<file path="src/rtl/ysyx_041514_if_queue_pkg.sv">
// Shared types and widths for the fetch-stage instruction queue.
// XLEN normally comes from sysconfig.v; the guarded defaults let this slice build standalone.
`ifndef ysyx_041514_XLEN
`define ysyx_041514_XLEN 64
`endif
`ifndef ysyx_041514_XLEN_BUS
`define ysyx_041514_XLEN_BUS 63:0
`endif

package ysyx_041514_if_queue_pkg;
  localparam int XLEN = `ysyx_041514_XLEN;

  typedef struct packed {
    logic [XLEN-1:0] pc;
    logic [31:0]     inst;
  } iq_entry_t;

  function automatic int cnt_w(input int depth);
    return $clog2(depth) + 1;
  endfunction
endpackage

</file>
<file path="src/rtl/ysyx_041514_sync_fifo.sv">
// Small synchronous FIFO with registered storage; head reads straight from the entry array.
// Clear has priority over push/pop; push into a full FIFO is allowed only alongside a pop.
module ysyx_041514_sync_fifo
  import ysyx_041514_if_queue_pkg::*;
#(
  parameter int WIDTH = 32,
  parameter int DEPTH = 4
) (
  input  logic                      clk,
  input  logic                      rst_n,
  input  logic                      push,
  input  logic [WIDTH-1:0]          wdata,
  input  logic                      pop,
  input  logic                      clear,
  output logic                      full,
  output logic                      empty,
  output logic [cnt_w(DEPTH)-1:0]   count,
  output logic [WIDTH-1:0]          head
);
  localparam int AW = (DEPTH > 1) ? $clog2(DEPTH) : 1;
  localparam int CW = cnt_w(DEPTH);

  logic [WIDTH-1:0] mem [DEPTH];
  logic [AW-1:0]    wptr, rptr;
  logic             do_push, do_pop;

  function automatic logic [AW-1:0] ptr_inc(input logic [AW-1:0] p);
    return (32'(p) == DEPTH - 1) ? '0 : p + AW'(1);
  endfunction

  assign empty   = (count == '0);
  assign full    = (count == CW'(DEPTH));
  assign do_pop  = pop & ~empty;
  assign do_push = push & (~full | do_pop);
  assign head    = mem[rptr];

  always_ff @(posedge clk) begin
    if (!rst_n) begin
      wptr  <= '0;
      rptr  <= '0;
      count <= '0;
      for (int i = 0; i < DEPTH; i++) mem[i] <= '0;
    end else if (clear) begin
      wptr  <= '0;
      rptr  <= '0;
      count <= '0;
    end else begin
      if (do_push) begin
        mem[wptr] <= wdata;
        wptr      <= ptr_inc(wptr);
      end
      if (do_pop) rptr <= ptr_inc(rptr);
      count <= count + CW'(do_push) - CW'(do_pop);
    end
  end
endmodule

</file>
<file path="src/rtl/ysyx_041514_if_queue.sv">
// Fetch-stage instruction queue: pairs in-order icache responses with issued PCs,
// buffers {pc, inst} for decode, and discards responses to fetches killed by a flush.
module ysyx_041514_if_queue
  import ysyx_041514_if_queue_pkg::*;
#(
  parameter int DEPTH   = 4,
  parameter int MAX_OUT = 2
) (
  input  logic            clk,
  input  logic            rst_n,
  input  logic            req_valid_i,
  input  logic [XLEN-1:0] req_pc_i,
  output logic            req_ready_o,
  input  logic            resp_valid_i,
  input  logic [31:0]     resp_inst_i,
  input  logic            flush_i,
  output logic            id_valid_o,
  output logic [XLEN-1:0] id_pc_o,
  output logic [31:0]     id_inst_o,
  input  logic            id_ready_i,
  output logic            err_o
);
  localparam int PW = cnt_w(MAX_OUT);
  localparam int QW = cnt_w(DEPTH);

  logic [PW-1:0]   pend_cnt, drop_cnt, drop_nxt;
  logic [QW-1:0]   q_cnt;
  logic [XLEN-1:0] pend_head;
  logic            pend_full, pend_empty, q_full, q_empty;
  iq_entry_t       q_head, q_in;
  logic [31:0]     out_sum, fill_sum;
  logic            accept, resp_drop, resp_live, resp_spur;

  // Counting killed fetches against MAX_OUT keeps the icache from being overrun,
  // and reserving a queue slot per live fetch means a response never stalls.
  assign out_sum     = 32'(pend_cnt) + 32'(drop_cnt);
  assign fill_sum    = 32'(pend_cnt) + 32'(q_cnt);
  assign req_ready_o = (out_sum < 32'(MAX_OUT)) & (fill_sum < 32'(DEPTH)) & ~pend_full & ~q_full;
  assign accept      = req_valid_i & req_ready_o & ~flush_i;

  assign resp_drop = resp_valid_i & (drop_cnt != '0);
  assign resp_live = resp_valid_i & (drop_cnt == '0) & ~pend_empty;
  assign resp_spur = resp_valid_i & (drop_cnt == '0) & pend_empty;

  assign q_in.pc   = pend_head;
  assign q_in.inst = resp_inst_i;

  ysyx_041514_sync_fifo #(.WIDTH(XLEN), .DEPTH(MAX_OUT)) u_pend (
    .clk   (clk),
    .rst_n (rst_n),
    .push  (accept),
    .wdata (req_pc_i),
    .pop   (resp_live & ~flush_i),
    .clear (flush_i),
    .full  (pend_full),
    .empty (pend_empty),
    .count (pend_cnt),
    .head  (pend_head)
  );

  ysyx_041514_sync_fifo #(.WIDTH($bits(iq_entry_t)), .DEPTH(DEPTH)) u_iq (
    .clk   (clk),
    .rst_n (rst_n),
    .push  (resp_live & ~flush_i),
    .wdata (q_in),
    .pop   (id_valid_o & id_ready_i & ~flush_i),
    .clear (flush_i),
    .full  (q_full),
    .empty (q_empty),
    .count (q_cnt),
    .head  (q_head)
  );

  assign id_valid_o = ~q_empty;
  assign id_pc_o    = q_head.pc;
  assign id_inst_o  = q_head.inst;

  // On flush every live fetch becomes a drop, less one if its response lands now.
  always_comb begin
    drop_nxt = drop_cnt;
    if (flush_i) begin
      if (out_sum == 32'd0) drop_nxt = '0;
      else                  drop_nxt = PW'(out_sum - 32'(resp_valid_i));
    end else if (resp_drop) begin
      drop_nxt = drop_cnt - PW'(1);
    end
  end

  always_ff @(posedge clk) begin
    if (!rst_n) begin
      drop_cnt <= '0;
      err_o    <= 1'b0;
    end else begin
      drop_cnt <= drop_nxt;
      if (resp_spur) err_o <= 1'b1;
    end
  end
endmodule

</file>
<file path="config.mk">
export PLATFORM = sky130hd
export DESIGN_NAME = ysyx_041514_if_queue
export DESIGN_NICKNAME = d
export VERILOG_FILES = /design/src/rtl/ysyx_041514_if_queue_pkg.sv /design/src/rtl/ysyx_041514_sync_fifo.sv /design/src/rtl/ysyx_041514_if_queue.sv
export SDC_FILE = /design/constraint.sdc
export NUM_CORES = 1
export LEC_CHECK = 0
export ABC_CLOCK_PERIOD_IN_PS = 15000
export CORE_AREA = 2 2 238 240
export CTS_BUF_LIST = sky130_fd_sc_hd__clkbuf_4
export CTS_CLUSTER_SIZE = 30
export DETAILED_ROUTE_END_ITERATION = 12
export DIE_AREA = 0 0 240 242
export SLEW_MARGIN = 15
export SYNTH_ARGS = -nofsm -noshare
export SYNTH_HDL_FRONTEND = slang
export SYNTH_SLANG_ARGS = --single-unit
</file>
<file path="constraint.sdc">
create_clock -name clk -period 15 [get_ports clk]
set_input_delay 3.75 -clock clk [delete_from_list [all_inputs] [get_ports clk]]
set_output_delay 3.75 -clock clk [all_outputs]
set_load 0.05 [all_outputs]
</file>
==> impl_metrics.json <==
{
  "arrival_ps": 3970,
  "cp_max_fo": 56,
  "final_hold_viol_count": 0,
  "setup_slack_ps": 7280,
  "final.setup.tns_ps": 0,
  "p_per_area_mw_per_mm2": 122,
  "design.portCount": 201,
  "drv_slew": 0,
  "drtIter0Drc": 879,
  "slew_headroom_pct": 29.0,
  "grt_pass1_wl_um": 81000,
  "critPathLaunchType": "register",
  "cts_buffer_depth": 3,
  "postRouteWirelength_um": 53800,
  "cts_tree": "yes",
  "leakage_uw": 0.00929,
  "dr_total_vias": 12814,
  "grt_pass1_vias": 13506,
  "fp.dieH_um": 242,
  "io_buffers": 200,
  "post_cts_resize_count": 0,
  "floorplan.rows": 87,
  "gp_routability_congestion": 0.759,
  "drive_gt1_share_pct": 20.2,
  "busiest_layer": "met2",
  "fillers": 4953,
  "endpoint_kind": "output pin",
  "syn-mean-instance-area_sq_um": 15.4,
  "synth_edf_count": 512,
  "syn_area_sq_mm": 0.0219,
  "fin_nets": 1809,
  "maxCapViolCount": 0,
  "ant_nets": 0,
  "synth_nets": 1536,
  "dp.cells": 2309,
  "worst_skew_pair.late_latency_ps": 990,
  "fin_crit_sh_pct": 51.5,
  "initial_core_util_pct": 39.4,
  "holdBufCountCts": 0,
  "fin_skew_ps": 55.1,
  "post_cts_buffers": 0,
  "ys_seq_area_share_pct": 71.6,
  "antenna_found_initial": 6,
  "hold-worst-slack_ps": 467,
  "fmax_mhz": 129,
  "met1_usage_pct": 23.6,
  "h-tree-depth": 4,
  "min_path_type": "reg -> reg",
  "area_delta_synth_final_pct": 21.2,
  "clk_pin_slew_ps": 70,
  "finalCriticalPeriod_ps": 7720,
  "post-dp-hpwl_um": 29000,
  "place_ws_ps": 7310,
  "drt_pass1_iterations": 4,
  "setup_viol": 0,
  "worstMarginPinSlew_ps": 1060,
  "cts_root_buf": "clkbuf_4",
  "path_class": "reg -> out",
  "placeableCoreArea_sq_mm": 0.0557,
  "die-area_sq_mm": 0.0581,
  "final_cells": 2555,
  "ir_worst_vdd_uv": 49.2,
  "use_met2_pct": 31.7,
  "gr-total-overflow": 0,
  "yosysUniqueCellTypes": 33,
  "numCtsBuffers": 140,
  "die_w_um": 240,
  "drc": 0,
  "syn_inst": 1422,
  "grt_max_degree": 68,
  "synth_ff_type": "edfxtp_1",
  "cts.sinks": 529,
  "cp.required_ps": 11250,
  "synthArstFlopShare_pct": 0,
  "ys_seq_elements": 529,
  "grt_use_total_pct": 19.0,
  "gr-usage-met3_pct": 5.53,
  "yosys_warnings": 0,
  "avgRoutedWirePerCell_um": 21.1,
  "outcome": "finished clean",
  "rsz0062_at_grt": "false",
  "viasPerCell": 5.02
}
-- worst max-delay path: stages (launching register included) --
cell,delay (ps)
dfxtp_4,780
buf_4,840
mux4_2,430
clkdlybuf4s50_1,820
-- final cells by class --
class	count	area (sq um)	area share [%]
inverters	13	48.8	0.184
clock buffers	213	1600	6.01
multi-input cells	791	5850	22.0
well taps	756	946	3.56
repair buffers	220	2150	8.07
flip-flops and latches	529	15700	59.1
clock inverters	26	260	0.979
diodes	7	17.5	0.0659
-- power by group --
part | switching (uW) | internal, uW | total, uW | leakage [uW]
sequential | 16.6 | 1680 | 1700 | 0.00545
clock | 587 | 732 | 1320 | 0.00111
combinational | 146 | 75.3 | 222 | 0.00273
total | 750 | 2490 | 3240 | 0.00929
-- Yosys cell counts (5+ instances only) --
cell	n	area, sq um
edfxtp_1	512	15400
buf_1	10	37.5
mux4_2	96	2160
nand2b_1	5	31.3
mux2i_1	65	651
ha_1	10	125
a21oi_1	6	30.0
and2_1	131	820
buf_2	11	55.1
dfxtp_1	17	340
o21ai_0	5	25.0
nand2_1	46	173
inv_1	12	45.0
buf_6	6	67.6
nor2_1	396	1490
clkbuf_1	61	229
or3_1	7	43.8
-- logic make-up (layout without fill, tap and decap cells) --
family / count (synthesis) / in the layout / share of synthesized area [%]
compound gates: 15 / 15 / 0.388
xor+xnor: 6 / 6 / 0.240
fa+ha+maj: 12 / 12 / 0.753
buf+inv: 102 / 472 / 2.03
flops: 529 / 529 / 71.6
mux: 161 / 161 / 12.8
other cells: 0 / 7 / 0
simple gates: 597 / 597 / 12.1
-- final timing paths --
check	end	depth (start not counted)	slack [ps]	startpoint
min	register	2	470	u_iq.rptr[1]
max	id_inst_o[31]	3	7280	register
min reg2reg	register	2	470	u_iq.rptr[1]
max reg2reg	u_iq.mem[0][39]	9	10960	drop_cnt[0]
-- placed cells by master, fill, tap and decap left out, types with 5 or more instances in the layout --
cell	Yosys	layout
a21oi_1	6	6
clkdlybuf4s50_1	0	199
mux2i_1	65	65
inv_2	1	5
bufinv_16	0	5
nand2_1	46	42
clkinv_4	0	6
clkinv_1	0	10
nor2_1	396	396
ha_1	10	10
buf_4	1	20
clkbuf_4	0	213
or3_1	7	6
mux4_2	96	96
inv_1	12	12
dfxtp_1	17	14
diode_2	0	7
edfxtp_1	512	512
and2_1	131	131
-- metal layers --
layer,routed length [um],share of wire [%]
met5,27,0.050
met4,1090,2.0
met3,3140,5.8
met2,27400,51
met1,22200,41
-- registers in the layout, indices dropped and copies added, names as in the netlist, named ones only --
| register | count |
|---|---|
| u_iq.wptr | 2 |
| u_pend.wptr | 1 |
| u_iq.rptr | 2 |
| u_pend.rptr | 1 |
| u_iq.count | 3 |
| drop_cnt | 2 |
| u_pend.mem | 128 |
| u_iq.mem | 384 |
| err_o | 1 |
| u_pend.count | 2 |
-- stage by stage --
stage | instance area [sq um] | power, uW | utilization (%)
2_1_floorplan | 21900 | 1860 | -
3_3_place_gp | 24700 | 1950 | 44.3
3_5_place_dp | 24700 | 1950 | 44.3
4_1_cts | 26600 | 3280 | 47.7
5_1_grt | 26600 | 3370 | 47.7
6_report | 26600 | 3240 | 47.7
Note: power is estimated with default switching activity, not from simulation.
